## config.mk

```make
export PLATFORM = sky130hd
export DESIGN_NAME = matrix_tx_formatter_flat
export DESIGN_NICKNAME = d
export VERILOG_FILES = /design/src/rtl/matrix_tx_formatter_if.sv /design/src/rtl/matrix_tx_formatter.sv /design/src/flat_wrapper.sv
export SDC_FILE = /design/constraint.sdc
export NUM_CORES = 1
export LEC_CHECK = 0
export BUFFER_PORTS_ARGS = -buffer_cell sky130_fd_sc_hd__buf_2
export CORE_MARGIN = 5
export CORE_UTILIZATION = 60
export DETAILED_ROUTE_END_ITERATION = 12
export GPL_TIMING_DRIVEN = 0
export PLACE_DENSITY = 0.82
export SYNTH_ARGS = -nofsm -noshare
export SYNTH_HDL_FRONTEND = slang
export SYNTH_SLANG_ARGS = --single-unit
export TNS_END_PERCENT = 5
```

## constraint.sdc

```tcl
create_clock -name clk -period 5 [get_ports clk]
set_clock_uncertainty 0.15 [all_clocks]
set_input_delay 1 -clock clk [delete_from_list [all_inputs] [get_ports clk]]
set_output_delay 1 -clock clk [all_outputs]
set_load 0.01 [all_outputs]
```

## src/rtl/matrix_tx_formatter_if.sv

```systemverilog
// Formatter bundle: start/size request, storage read port, UART TX byte handshake and status.
// master = the formatter, slave = its environment (requester, storage, UART TX).
interface matrix_tx_formatter_if #(
  parameter int ADDR_W = 5
);
  logic              start;
  logic [2:0]        rows;
  logic [2:0]        cols;
  logic              mem_rd_en;
  logic [ADDR_W-1:0] mem_addr;
  logic [7:0]        mem_rdata;
  logic [7:0]        tx_data;
  logic              tx_valid;
  logic              tx_ready;
  logic              busy;
  logic              done;

  modport master (
    input  start, rows, cols, mem_rdata, tx_ready,
    output mem_rd_en, mem_addr, tx_data, tx_valid, busy, done
  );

  modport slave (
    output start, rows, cols, mem_rdata, tx_ready,
    input  mem_rd_en, mem_addr, tx_data, tx_valid, busy, done
  );
endinterface

```

## src/rtl/matrix_tx_formatter.sv

```systemverilog
// Purpose: streams a stored matrix as ASCII decimal text (space separated, CR LF per row) to UART TX.
// Latency: first byte valid 3 cycles after start; 2 idle cycles (fetch, latch) between elements.
// Backpressure: one byte held stable on tx_data/tx_valid until tx_ready; no further buffering.
module matrix_tx_formatter #(
  parameter int ROWS_MAX = 5,
  parameter int COLS_MAX = 5,
  parameter int ADDR_W   = 5
) (
  input  logic                   clk,
  input  logic                   uart_tx_rst_n,
  matrix_tx_formatter_if.master  bus
);

  typedef enum logic [2:0] {
    IDLE, FETCH, LATCH, DIGIT, SEP, CR, LF, FIN
  } state_t;

  localparam logic [2:0] ROWS_CAP = 3'(ROWS_MAX);
  localparam logic [2:0] COLS_CAP = 3'(COLS_MAX);

  state_t          state, state_n;
  logic [2:0]      rows_q, cols_q;
  logic [2:0]      r_q, c_q;
  logic [2:0][3:0] dig_q;
  logic [1:0]      dig_idx;
  logic            zero_hold;
  logic [3:0]      cur_dig;
  logic [2:0]      rows_eff, cols_eff;
  logic            size_zero;

  assign rows_eff  = (bus.rows > ROWS_CAP) ? ROWS_CAP : bus.rows;
  assign cols_eff  = (bus.cols > COLS_CAP) ? COLS_CAP : bus.cols;
  assign size_zero = (rows_eff == 3'd0) || (cols_eff == 3'd0);

  always_comb begin
    case (dig_idx)
      2'd2:    cur_dig = dig_q[2];
      2'd1:    cur_dig = dig_q[1];
      default: cur_dig = dig_q[0];
    endcase
  end

  always_comb begin
    state_n       = state;
    bus.tx_valid  = 1'b0;
    bus.tx_data   = 8'h00;
    bus.mem_rd_en = 1'b0;
    bus.mem_addr  = '0;
    bus.busy      = (state != IDLE);
    bus.done      = 1'b0;
    case (state)
      IDLE: begin
        if (bus.start) state_n = size_zero ? FIN : FETCH;
      end
      FETCH: begin
        bus.mem_rd_en = 1'b1;
        bus.mem_addr  = ADDR_W'(r_q) * ADDR_W'(COLS_MAX) + ADDR_W'(c_q);
        state_n       = LATCH;
      end
      LATCH: state_n = DIGIT;
      DIGIT: begin
        bus.tx_valid = 1'b1;
        bus.tx_data  = 8'h30 | {4'h0, cur_dig};
        if (bus.tx_ready && dig_idx == 2'd0)
          state_n = (c_q < cols_q - 3'd1) ? SEP : CR;
      end
      SEP: begin
        bus.tx_valid = 1'b1;
        bus.tx_data  = 8'h20;
        if (bus.tx_ready) state_n = FETCH;
      end
      CR: begin
        bus.tx_valid = 1'b1;
        bus.tx_data  = 8'h0D;
        if (bus.tx_ready) state_n = LF;
      end
      LF: begin
        bus.tx_valid = 1'b1;
        bus.tx_data  = 8'h0A;
        if (bus.tx_ready) state_n = (r_q < rows_q - 3'd1) ? FETCH : FIN;
      end
      FIN: begin
        // A zero-size request spends one extra busy cycle here so done lands at start+2.
        if (zero_hold) begin
          bus.busy = 1'b1;
        end else begin
          bus.busy = 1'b0;
          bus.done = 1'b1;
          state_n  = IDLE;
        end
      end
      default: state_n = IDLE;
    endcase
  end

  always_ff @(posedge clk or negedge uart_tx_rst_n) begin
    if (!uart_tx_rst_n) begin
      state     <= IDLE;
      rows_q    <= 3'd0;
      cols_q    <= 3'd0;
      r_q       <= 3'd0;
      c_q       <= 3'd0;
      dig_q     <= '0;
      dig_idx   <= 2'd0;
      zero_hold <= 1'b0;
    end else begin
      state <= state_n;
      case (state)
        IDLE: begin
          if (bus.start) begin
            rows_q    <= rows_eff;
            cols_q    <= cols_eff;
            r_q       <= 3'd0;
            c_q       <= 3'd0;
            zero_hold <= size_zero;
          end
        end
        LATCH: begin
          dig_q[2] <= 4'(bus.mem_rdata / 8'd100);
          dig_q[1] <= 4'((bus.mem_rdata / 8'd10) % 8'd10);
          dig_q[0] <= 4'(bus.mem_rdata % 8'd10);
          // Start at the most significant non-zero digit; a zero value sends a single "0".
          if (bus.mem_rdata >= 8'd100)     dig_idx <= 2'd2;
          else if (bus.mem_rdata >= 8'd10) dig_idx <= 2'd1;
          else                             dig_idx <= 2'd0;
        end
        DIGIT: begin
          if (bus.tx_ready && dig_idx != 2'd0) dig_idx <= dig_idx - 2'd1;
        end
        SEP: begin
          if (bus.tx_ready) c_q <= c_q + 3'd1;
        end
        LF: begin
          if (bus.tx_ready) begin
            c_q <= 3'd0;
            r_q <= r_q + 3'd1;
          end
        end
        FIN: zero_hold <= 1'b0;
        default: ;
      endcase
    end
  end

endmodule

```

## src/flat_wrapper.sv

```systemverilog
// flat-port wrapper written by rule: the top's interface ports become plain ports
module matrix_tx_formatter_flat 
#(
  parameter int ROWS_MAX = 5,
  parameter int COLS_MAX = 5,
  parameter int ADDR_W   = 5
)
  (clk, uart_tx_rst_n, bus_start, bus_rows, bus_cols, bus_mem_rdata, bus_tx_ready, bus_mem_rd_en, bus_mem_addr, bus_tx_data, bus_tx_valid, bus_busy, bus_done);
  matrix_tx_formatter_if #(.ADDR_W(ADDR_W)) bus_i ();
  input  logic clk;
  input  logic uart_tx_rst_n;
  input wire logic [$bits(bus_i.start)-1:0] bus_start;
  input wire logic [$bits(bus_i.rows)-1:0] bus_rows;
  input wire logic [$bits(bus_i.cols)-1:0] bus_cols;
  input wire logic [$bits(bus_i.mem_rdata)-1:0] bus_mem_rdata;
  input wire logic [$bits(bus_i.tx_ready)-1:0] bus_tx_ready;
  output wire logic [$bits(bus_i.mem_rd_en)-1:0] bus_mem_rd_en;
  output wire logic [$bits(bus_i.mem_addr)-1:0] bus_mem_addr;
  output wire logic [$bits(bus_i.tx_data)-1:0] bus_tx_data;
  output wire logic [$bits(bus_i.tx_valid)-1:0] bus_tx_valid;
  output wire logic [$bits(bus_i.busy)-1:0] bus_busy;
  output wire logic [$bits(bus_i.done)-1:0] bus_done;
  assign bus_i.start = bus_start;
  assign bus_i.rows = bus_rows;
  assign bus_i.cols = bus_cols;
  assign bus_i.mem_rdata = bus_mem_rdata;
  assign bus_i.tx_ready = bus_tx_ready;
  assign bus_mem_rd_en = bus_i.mem_rd_en;
  assign bus_mem_addr = bus_i.mem_addr;
  assign bus_tx_data = bus_i.tx_data;
  assign bus_tx_valid = bus_i.tx_valid;
  assign bus_busy = bus_i.busy;
  assign bus_done = bus_i.done;
  matrix_tx_formatter #(.ROWS_MAX(ROWS_MAX), .COLS_MAX(COLS_MAX), .ADDR_W(ADDR_W)) u_core (.clk(clk), .uart_tx_rst_n(uart_tx_rst_n), .bus(bus_i));
endmodule
```

==> reports/results.txt, run 1 <==
# rows -> 25
Worst reg2reg path startpoint -> u_core.state[0]$_DFFE_PN0P_
Main synth FF type -> dfrtp_1
Post-synth top area share -> 0.247
WP buf/inv -> 4
Pint -> 0.731 mW
Post-synth ARST share -> 1.00
Peak VDD IR -> 341 uV
Sequential Power Share -> 0.293
Final Hold Vio Count -> 0
Final setup fails -> 0
CP max stage cell -> nor2_1
PD cells -> 451 nW/um2
Final slew viol count -> 0
CP arrival -> 3.67 ns
Period minus WS final -> 3.65 ns
IO Port Bufs -> 29
Drt total wl -> 6690 um
Detailed placer's ending HPWL -> 5180 um
Total track usage -> 0.234
R2R Setup Slk -> 2.61 ns
Net Sw Frac -> 0.477
Share of cells above drive strength 1 -> 0.169
Gate power share -> 0.619
Via count -> 2695
Hold Path Class -> flip-flop to flip-flop
Mean routed wirelength per cell -> 15.0 um
Slowest stage delay, CP -> 0.40 ns
Postcts setup bufs -> 0
Worst Path Max Fanout -> 10
Hold Crit Start -> u_core.dig_q[0]$_DFFE_PN0P_
TritonCTS Sinks -> 28
P_leak -> 1.43 nW
Post-DRT Antenna Nets -> 0
Crit path kind -> input port to flip-flop
First-iteration detailed-routing DRC count -> 217
Cells on worst reg2reg path -> 5
Worst Hold Depth -> 2
DP Area -> 3060 um2
Congestion Overflow GR -> 0
Worst skew pair latency -> 0.28 ns
Die footprint -> 6210 um2
Number of global-route vias before repair -> 2593
Worst hold path endpoint -> u_core.dig_q[0]$_DFFE_PN0P_
Yosys reg bits -> 28
CTS root buf -> clkbuf_8
Max_cap viols -> 0
DIE HEIGHT -> 78.8 um
Vias per cell -> 6.06
TritonCTS clock tree -> yes
Placeable Area -> 4660 um2
Largest net degree at the start of global routing -> 29
Top-level I/O count -> 35
Clock-pin slew on the worst setup and hold paths -> 0.09 ns
FF-to-FF End -> u_core.zero_hold$_DFFE_PN0P_
Peak Freq -> 0.274 GHz
Crit. End Element -> flip-flop
Ys Warns -> 0
Gate Count Post-Synth -> 358
Most common cell in the netlist -> nor2_1
Nets -> 434
Status -> finished clean
Area contributors post-synth -> dfrtp_1 (25%), ha_1 (9.7%), nor2_1 (5.2%)
GPL Wtd Cong -> 0.893
EDFF count, synth -> 0
Synth unique cells -> 70
WHS -> 0.339 ns
Die Wd -> 78.8 um
Critical path cell sequence -> buf_2 > buf_4 > buf_4 > o21bai_1 > a21oi_1 > nor2_1 > ha_1 > inv_1 > a2111o_1 > or2_2 > mux2i_2 > nor3_1 > o31a_1
Setup TNS -> 0 ns
Top cell type by total area after synthesis -> dfrtp_1
Initial antenna violation count -> 0
Required time worst endpoint -> 5.02 ns
Switching power -> 0.668 mW
Rel. slew slack -> 0.383
Delay-heaviest family, CP -> compound AO/OA/AOI/OAI gates
Number of CTS-inserted buffers -> 3
CTS Hold Bufs -> 0
N_diodes -> 0
Crit path top cell by count -> buf_4
Synth cell count leaders -> nor2_1 (39), nand2_1 (38), a21oi_1 (28), dfrtp_1 (28), o21ai_0 (26)
Starting Density -> 0.609
H-tree Lvls -> 1
Synthesized area -> 2840 um2
Register area share after synthesis -> 0.247
Bufs on Longest Clock Path -> 2
TritonRoute pass-1 iters -> 5
Finished Cell Area -> 3100 um2
First-pass GRT wire length -> 12000 um
# DRC -> 0
Fin util -> 0.665
Avg Cell Area, Syn -> 7.93 um2
Synth-to-Final Area Change -> 9.07%
Final period util -> 0.731
Worst Max-Slew Pin Slew -> 0.912 ns
Startpoint types -> input port
PostCTS Resize Cnt -> 0
Clock power share -> 0.089
RSZ-0062 raised after global routing -> false
layout by cell type, fill, tap and decap left out, drive strengths merged, types with 6 or more instances in the layout:
master,synthesis,final
nand2b,16,16
nand2,38,38
ha,22,22
o21ai,30,30
clkbuf,12,15
and2,6,6
nor3,17,17
nor2b,8,8
inv,16,16
a21oi,28,28
dfrtp,28,28
nor2,39,39
xnor2,9,9
buf,12,41
flip-flops by register name (all words and copies together) (netlist names):
signal	count
u_core.zero_hold	1
u_core.state	3
u_core.cols_q	3
u_core.c_q	3
u_core.rows_q	3
u_core.dig_q	10
u_core.r_q	3
u_core.dig_idx	2
final cells by class:
type | count | area [um2]
fill | 392 | 1560
multi-input combinational | 291 | 1940
tap | 54 | 67.6
sequential | 28 | 701
timing repair buffer | 29 | 145
buffer | 24 | 145
inverter | 16 | 62.6
clock buffer | 3 | 41.3
power groups by stage:
stage               clock, mW  sequential, mW  combinational [mW]
detailed placement          0           0.412               0.855
global placement            0           0.408               0.829
global route            0.137           0.421               0.990
CTS                     0.126           0.407               0.864
floorplan                   0           0.388               0.651
finish                  0.124           0.409               0.865
worst max-delay path by stage:
stage | startpoint | to | cells after the start
finish | bus_mem_rdata[4] | u_core.dig_q[5]$_DFFE_PN0P_ | 13
global route | bus_mem_rdata[4] | u_core.dig_q[5]$_DFFE_PN0P_ | 13
CTS | bus_mem_rdata[4] | u_core.dig_q[5]$_DFFE_PN0P_ | 13
detailed placement | bus_mem_rdata[4] | u_core.dig_q[5]$_DFFE_PN0P_ | 13
global placement | bus_mem_rdata[4] | u_core.dig_q[5]$_DFFE_PN0P_ | 13
floorplan | bus_mem_rdata[4] | u_core.dig_q[5]$_DFFE_PN0P_ | 12
through the flow:
stage | setup WS [ns] | std cells | total power [mW]
detailed placement | 1.07 | 442 | 1.27
CTS | 1.37 | 445 | 1.40
global route | 1.14 | 445 | 1.55
global placement | 1.13 | 442 | 1.24
floorplan | 1.50 | 359 | 1.04
finish | 1.35 | 445 | 1.40
worst register-to-register path: stages, from the launching register on:
cell and delay [ns]:
dfrtp_1 0.42, clkbuf_1 0.23, nor4b_1 0.84, clkbuf_1 0.38
o21ai_0 0.14, a31oi_1 0.15
logic make-up (layout without fill, tap and decap cells):
kind of cell / Yosys count / count (layout) / share of synthesized area
multiplexers: 4 / 4 / 0.0163
adder cells (fa/ha/maj): 24 / 24 / 0.107
other: 1 / 2 / 0.00132
flip-flops: 28 / 28 / 0.247
buffers and inverters: 40 / 72 / 0.0731
AO/OA/AOI/OAI: 106 / 106 / 0.269
AND/OR/NAND/NOR: 143 / 143 / 0.249
XOR/XNOR: 12 / 12 / 0.0370
routing by layer:
| metal | GRT usage | vias to the layer above | wire, um |
|---|---|---|---|
| li1 | - | 1329 | - |
| met1 | 0.330 | 1273 | 3110 |
| met2 | 0.380 | 78 | 3100 |
| met3 | 0.0351 | 15 | 372 |
| met4 | 0.0507 | 0 | 108 |
| met5 | 0 | - | 0 |
(Power assumes the default switching activity.)
==> inputs of run 2 (changes only) <==
CORE_UTILIZATION = 59   (was 60)
PLACE_DENSITY = 0.81   (was 0.82)
clock period = 3.4 ns   (was 5 ns; I/O delays follow)
==> run 2 against run 1 <==
Against the previous run: die area up 1.5%; global-route usage is 1.0 points lower; wire length shrank 0.37%; sequential power up 47%; setup slack got worse by 1.2 ns; critical path type is now flip-flop to output pin; critical endpoint is now bus_mem_addr[4]; highest routed layer unchanged.
==> reports/results.txt, run 2 (synthesized netlist as in run 1, its figures left out) <==
Fin util -> 0.664
Setup TNS -> 0 ns
Total track usage -> 0.224
Post-DRT Antenna Nets -> 0
Detailed placer's ending HPWL -> 5190 um
Congestion Overflow GR -> 0
Final period util -> 0.963
# rows -> 25
Period minus WS final -> 3.27 ns
WHS -> 0.260 ns
Crit. End Element -> output pin
CTS Hold Bufs -> 0
N_diodes -> 0
Net Sw Frac -> 0.475
P_leak -> 1.43 nW
Drt total wl -> 6660 um
Number of CTS-inserted buffers -> 3
Rel. slew slack -> 0.425
H-tree Lvls -> 1
Cells on worst reg2reg path -> 5
DIE HEIGHT -> 79.4 um
Hold Path Class -> input port to async pin
Share of cells above drive strength 1 -> 0.173
TritonRoute pass-1 iters -> 5
First-iteration detailed-routing DRC count -> 204
CTS root buf -> clkbuf_8
FF-to-FF End -> u_core.zero_hold$_DFFE_PN0P_
PostCTS Resize Cnt -> 0
Pint -> 1.10 mW
Gate power share -> 0.613
Required time worst endpoint -> 2.57 ns
Die Wd -> 79.4 um
Final setup fails -> 0
Placeable Area -> 4690 um2
Crit path kind -> flip-flop to output pin
GPL Wtd Cong -> 0.923
Mean routed wirelength per cell -> 14.9 um
Postcts setup bufs -> 0
IO Port Bufs -> 29
Max reg flops -> 10
Worst Path Max Fanout -> 7
Pre-CTS setup slack -> -0.173 ns
Max_cap viols -> 0
Switching power -> 0.995 mW
FILL cells -> 426
CP arrival -> 2.44 ns
Sequential Power Share -> 0.288
Setup ws final -> 0.127 ns
Worst skew pair latency -> 0.28 ns
Peak VDD IR -> 375 uV
Placed Instances -> 442
Vias per cell -> 5.98
Clock-pin slew on the worst setup and hold paths -> 0.09 ns
Worst Max-Slew Pin Slew -> 0.851 ns
First-pass GRT wire length -> 11500 um
Final Hold Vio Count -> 0
Post-Layout Cell Count -> 446
TritonCTS Sinks -> 28
Number of global-route vias before repair -> 2575
Die footprint -> 6300 um2
Largest net degree at the start of global routing -> 29
Commonest non-fill, non-tap cells in the layout -> nand2_1 (38), nor2_1 (38), buf_2 (31)
Status -> finished clean
Worst reg2reg path startpoint -> u_core.state[0]$_DFFE_PN0P_
Largest Register -> u_core.dig_q
TritonCTS clock tree -> yes
Synth-to-Final Area Change -> 9.65%
Via count -> 2665
PD cells -> 673 nW/um2
Top-level I/O count -> 35
Nets -> 434
Starting Density -> 0.605
# DRC -> 0
Startpoint types -> flip-flop
Initial antenna violation count -> 0
R2R Setup Slk -> 1.07 ns
Peak Freq -> 0.306 GHz
Bufs on Longest Clock Path -> 2
RSZ-0062 raised after global routing -> false
Clock power share -> 0.099
Final slew viol count -> 0
==> run 2: through the flow <==
stage,power (mW),area (um2)
3_3_place_gp,1.83,3060
2_1_floorplan,1.53,2840
5_1_grt,2.30,3110
4_1_cts,2.09,3110
3_5_place_dp,1.88,3060
6_report,2.09,3110
==> run 2: worst max path at each step <==
stage	startpoint	endpoint	slack (ns)	cells after the start
3_3_place_gp	bus_mem_rdata[4]	u_core.dig_q[5]$_DFFE_PN0P_	-0.13	13
3_5_place_dp	bus_mem_rdata[4]	u_core.dig_q[5]$_DFFE_PN0P_	-0.17	13
4_1_cts	bus_mem_rdata[4]	u_core.dig_q[5]$_DFFE_PN0P_	0.12	13
6_report	u_core.r_q[0]$_DFFE_PN0P_	bus_mem_addr[4]	0.13	8
5_1_grt	u_core.r_q[0]$_DFFE_PN0P_	bus_mem_addr[4]	0.01	8
2_1_floorplan	bus_mem_rdata[4]	u_core.dig_q[5]$_DFFE_PN0P_	0.22	12
==> run 2: routing by layer <==
metal  wire length [um]  vias up  GRT usage
li1                   -     1336          -
met1               3030     1238      0.296
met2               3170       80      0.377
met3                364       11     0.0350
met4                 96        0     0.0670
met5                  0        -          0
==> run 2: cell type report <==
| type | count | area (um2) | area share |
|---|---|---|---|
| well taps | 54 | 67.6 | 0.0217 |
| repair buffers | 29 | 145 | 0.0466 |
| plain buffers | 24 | 145 | 0.0466 |
| multi-input cells | 291 | 1940 | 0.622 |
| flip-flops and latches | 28 | 701 | 0.225 |
| clock buffers | 4 | 55.1 | 0.0177 |
| inverters | 16 | 62.6 | 0.0201 |
==> run 2: critical path: stages, from the launching register on <==
cell     delay, ns
dfrtp_1       0.48
ha_1          0.33
ha_1          0.33
ha_1          0.31
a21o_1        0.16
a21oi_1       0.17
xnor2_1       0.10
nor3_1        0.12
buf_2         0.15
==> run 2: power groups by stage <==
| stage | Combinational [mW] | Sequential (mW) | Clock (mW) |
|---|---|---|---|
| 6_report | 1.28 | 0.603 | 0.207 |
| 5_1_grt | 1.46 | 0.621 | 0.223 |
| 4_1_cts | 1.28 | 0.601 | 0.211 |
| 3_5_place_dp | 1.28 | 0.607 | 0 |
| 3_3_place_gp | 1.23 | 0.603 | 0 |
| 2_1_floorplan | 0.957 | 0.570 | 0 |
==> inputs of run 3 (changes only) <==
CORE_UTILIZATION = 60   (was 59)
CTS_BUF_LIST = sky130_fd_sc_hd__clkbuf_4   (was unset)
PLACE_DENSITY = 0.82   (was 0.81)
==> run 3 against run 2 <==
Against the previous run: core utilization fell by 0.15 points; largest cell class unchanged; clock power fell by 34%; critical endpoint unchanged; sequential power barely moved; total power fell by 4.2%; non-clock buffer count did not move; final cell count fell by 0.22%.
==> reports/results.txt, run 3 (synthesized netlist as in run 1, its figures left out) <==
Status -> finished clean
Mean routed wirelength per cell -> 14.8 um
TritonCTS Sinks -> 28
Final slew viol count -> 0
First-iteration detailed-routing DRC count -> 234
Nets -> 434
Clock-pin slew on the worst setup and hold paths -> 0.15 ns
P_leak -> 1.42 nW
Rel. slew slack -> 0.388
# DRC -> 0
Setup crit end -> bus_mem_addr[4]
Wire length on met2 -> 3090 um
Metal3 WL -> 397 um
Die Wd -> 78.8 um
Required time worst endpoint -> 2.57 ns
Congestion Overflow GR -> 0
Seq. cell area -> 702 um2
Crit path kind -> flip-flop to output pin
Placed Instances -> 442
DIE HEIGHT -> 78.8 um
Worst reg2reg path startpoint -> u_core.state[0]$_DFFE_PN0P_
Peak Freq -> 0.308 GHz
RSZ-0062 raised after global routing -> false
Drt total wl -> 6600 um
FF-to-FF End -> u_core.zero_hold$_DFFE_PN0P_
Worst Max-Slew Pin Slew -> 0.905 ns
Crit path top cell by count -> ha_1
Worst Path Max Fanout -> 7
Vias per cell -> 5.95
PostCTS Resize Cnt -> 0
Worst skew pair latency -> 0.33 ns
Commonest non-fill, non-tap cells in the layout -> nand2_1 (38), nor2_1 (38), buf_2 (31)
Number of global-route vias before repair -> 2555
GPL Wtd Cong -> 0.893
Share of cells above drive strength 1 -> 0.176
Hold Path Class -> input port to async pin
N_diodes -> 0
# rows -> 25
Synth-to-Final Area Change -> 8.68%
Crit path launch -> u_core.r_q[0]$_DFFE_PN0P_
Top-level I/O count -> 35
Largest net degree at the start of global routing -> 29
Bufs on Longest Clock Path -> 2
Slowest stage delay, CP -> 0.49 ns
Startpoint types -> flip-flop
TritonRoute pass-1 iters -> 4
Largest Register -> u_core.dig_q
H-tree Lvls -> 1
CP max stage cell -> dfrtp_2
First-pass GRT wire length -> 11900 um
Total track usage -> 0.232
WHS -> 0.194 ns
Metal-1 WL -> 3040 um
Number of CTS-inserted buffers -> 3
CTS Hold Bufs -> 0
WP buf/inv -> 1
Period minus WS final -> 3.24 ns
Final period util -> 0.954
Final setup fails -> 0
Delay-heaviest family, CP -> adder cells
Post-DRT Antenna Nets -> 0
TritonCTS clock tree -> yes
R2R Setup Slk -> 1.01 ns
IO Port Bufs -> 29
CTS root buf -> clkbuf_4
Footprint of the multi-input gates -> 1940 um2
Post-Layout Cell Count -> 445
Starting Density -> 0.609
Postcts setup bufs -> 0
Via count -> 2648
Placeable Area -> 4660 um2
Final Hold Vio Count -> 0
WP depth -> 8
CP arrival -> 2.41 ns
Max_cap viols -> 0
Max reg flops -> 10
Cells on worst reg2reg path -> 5
Die footprint -> 6210 um2
Peak VDD IR -> 494 uV
PD cells -> 650 nW/um2
Detailed placer's ending HPWL -> 5180 um
Crit. End Element -> output pin
Initial antenna violation count -> 0
Critical path cell sequence -> ha_1 > ha_1 > ha_1 > a21o_1 > a21oi_2 > xnor2_1 > nor3_1 > buf_2
Top Layer Used -> met4
FILL cells -> 390
-- run 3: cell types whose count changed in the layout (fill, tap and decap cells not counted), sizes merged --
cell and delta:
clkbuf -1
-- run 3: worst register-to-register path, stage by stage (launching register included) --
cell and delay, ns:
dfrtp_1 0.44, clkbuf_1 0.23, nor4b_1 0.83, clkbuf_1 0.38, o21ai_0 0.14, a31oi_1 0.15
-- run 3: layer usage --
layer  global-route usage  up-vias
li1                     -     1332
met1                0.330     1236
met2                0.379       69
met3               0.0317       11
met4               0.0437        0
met5                    0        -
-- run 3: power breakdown --
group	internal (mW)	leakage [nW]	switching (mW)
logic	0.514	1.06	0.754
registers	0.481	0.347	0.120
clock network	0.0416	0.0138	0.0955
-- run 3: worst min path at each step --
| stage | start | endpoint | cells after the start | slack (ns) |
|---|---|---|---|---|
| final | uart_tx_rst_n | u_core.cols_q[1]$_DFFE_PN0P_ | 1 | 0.19 |
| after detailed placement | u_core.dig_q[1]$_DFFE_PN0P_ | u_core.dig_q[1]$_DFFE_PN0P_ | 2 | 0.32 |
| after global placement | u_core.dig_q[0]$_DFFE_PN0P_ | u_core.dig_q[0]$_DFFE_PN0P_ | 2 | 0.32 |
| after CTS | uart_tx_rst_n | u_core.cols_q[1]$_DFFE_PN0P_ | 1 | 0.22 |
| after floorplan | uart_tx_rst_n | u_core.c_q[0]$_DFFE_PN0P_ | 0 | 0.23 |
| after global routing | uart_tx_rst_n | u_core.cols_q[1]$_DFFE_PN0P_ | 1 | 0.22 |
-- run 3: per-stage QoR --
stage / cell area, um2 / setup TNS, ns / worst slack [ns] / utilization / power, mW
6_report: 3090 / 0 / 0.157 / 0.662 / 2.01
5_1_grt: 3090 / 0 / 0.0297 / 0.662 / 2.23
4_1_cts: 3080 / 0 / 0.108 / 0.661 / 2.01
3_5_place_dp: 3060 / -0.363 / -0.210 / 0.656 / 1.86
3_3_place_gp: 3060 / -0.250 / -0.150 / 0.656 / 1.82
2_1_floorplan: 2840 / 0 / 0.217 / - / 1.53
-- run 3: final cells by class --
| cell class | count | share of cell area |
|---|---|---|
| Timing Repair Buffer | 29 | 0.0470 |
| Clock buffer | 3 | 0.00730 |
| Sequential cell | 28 | 0.227 |
| Inverter | 16 | 0.0203 |
| Multi-Input combinational cell | 291 | 0.629 |
| Tap cell | 54 | 0.0219 |
| Buffer | 24 | 0.0470 |
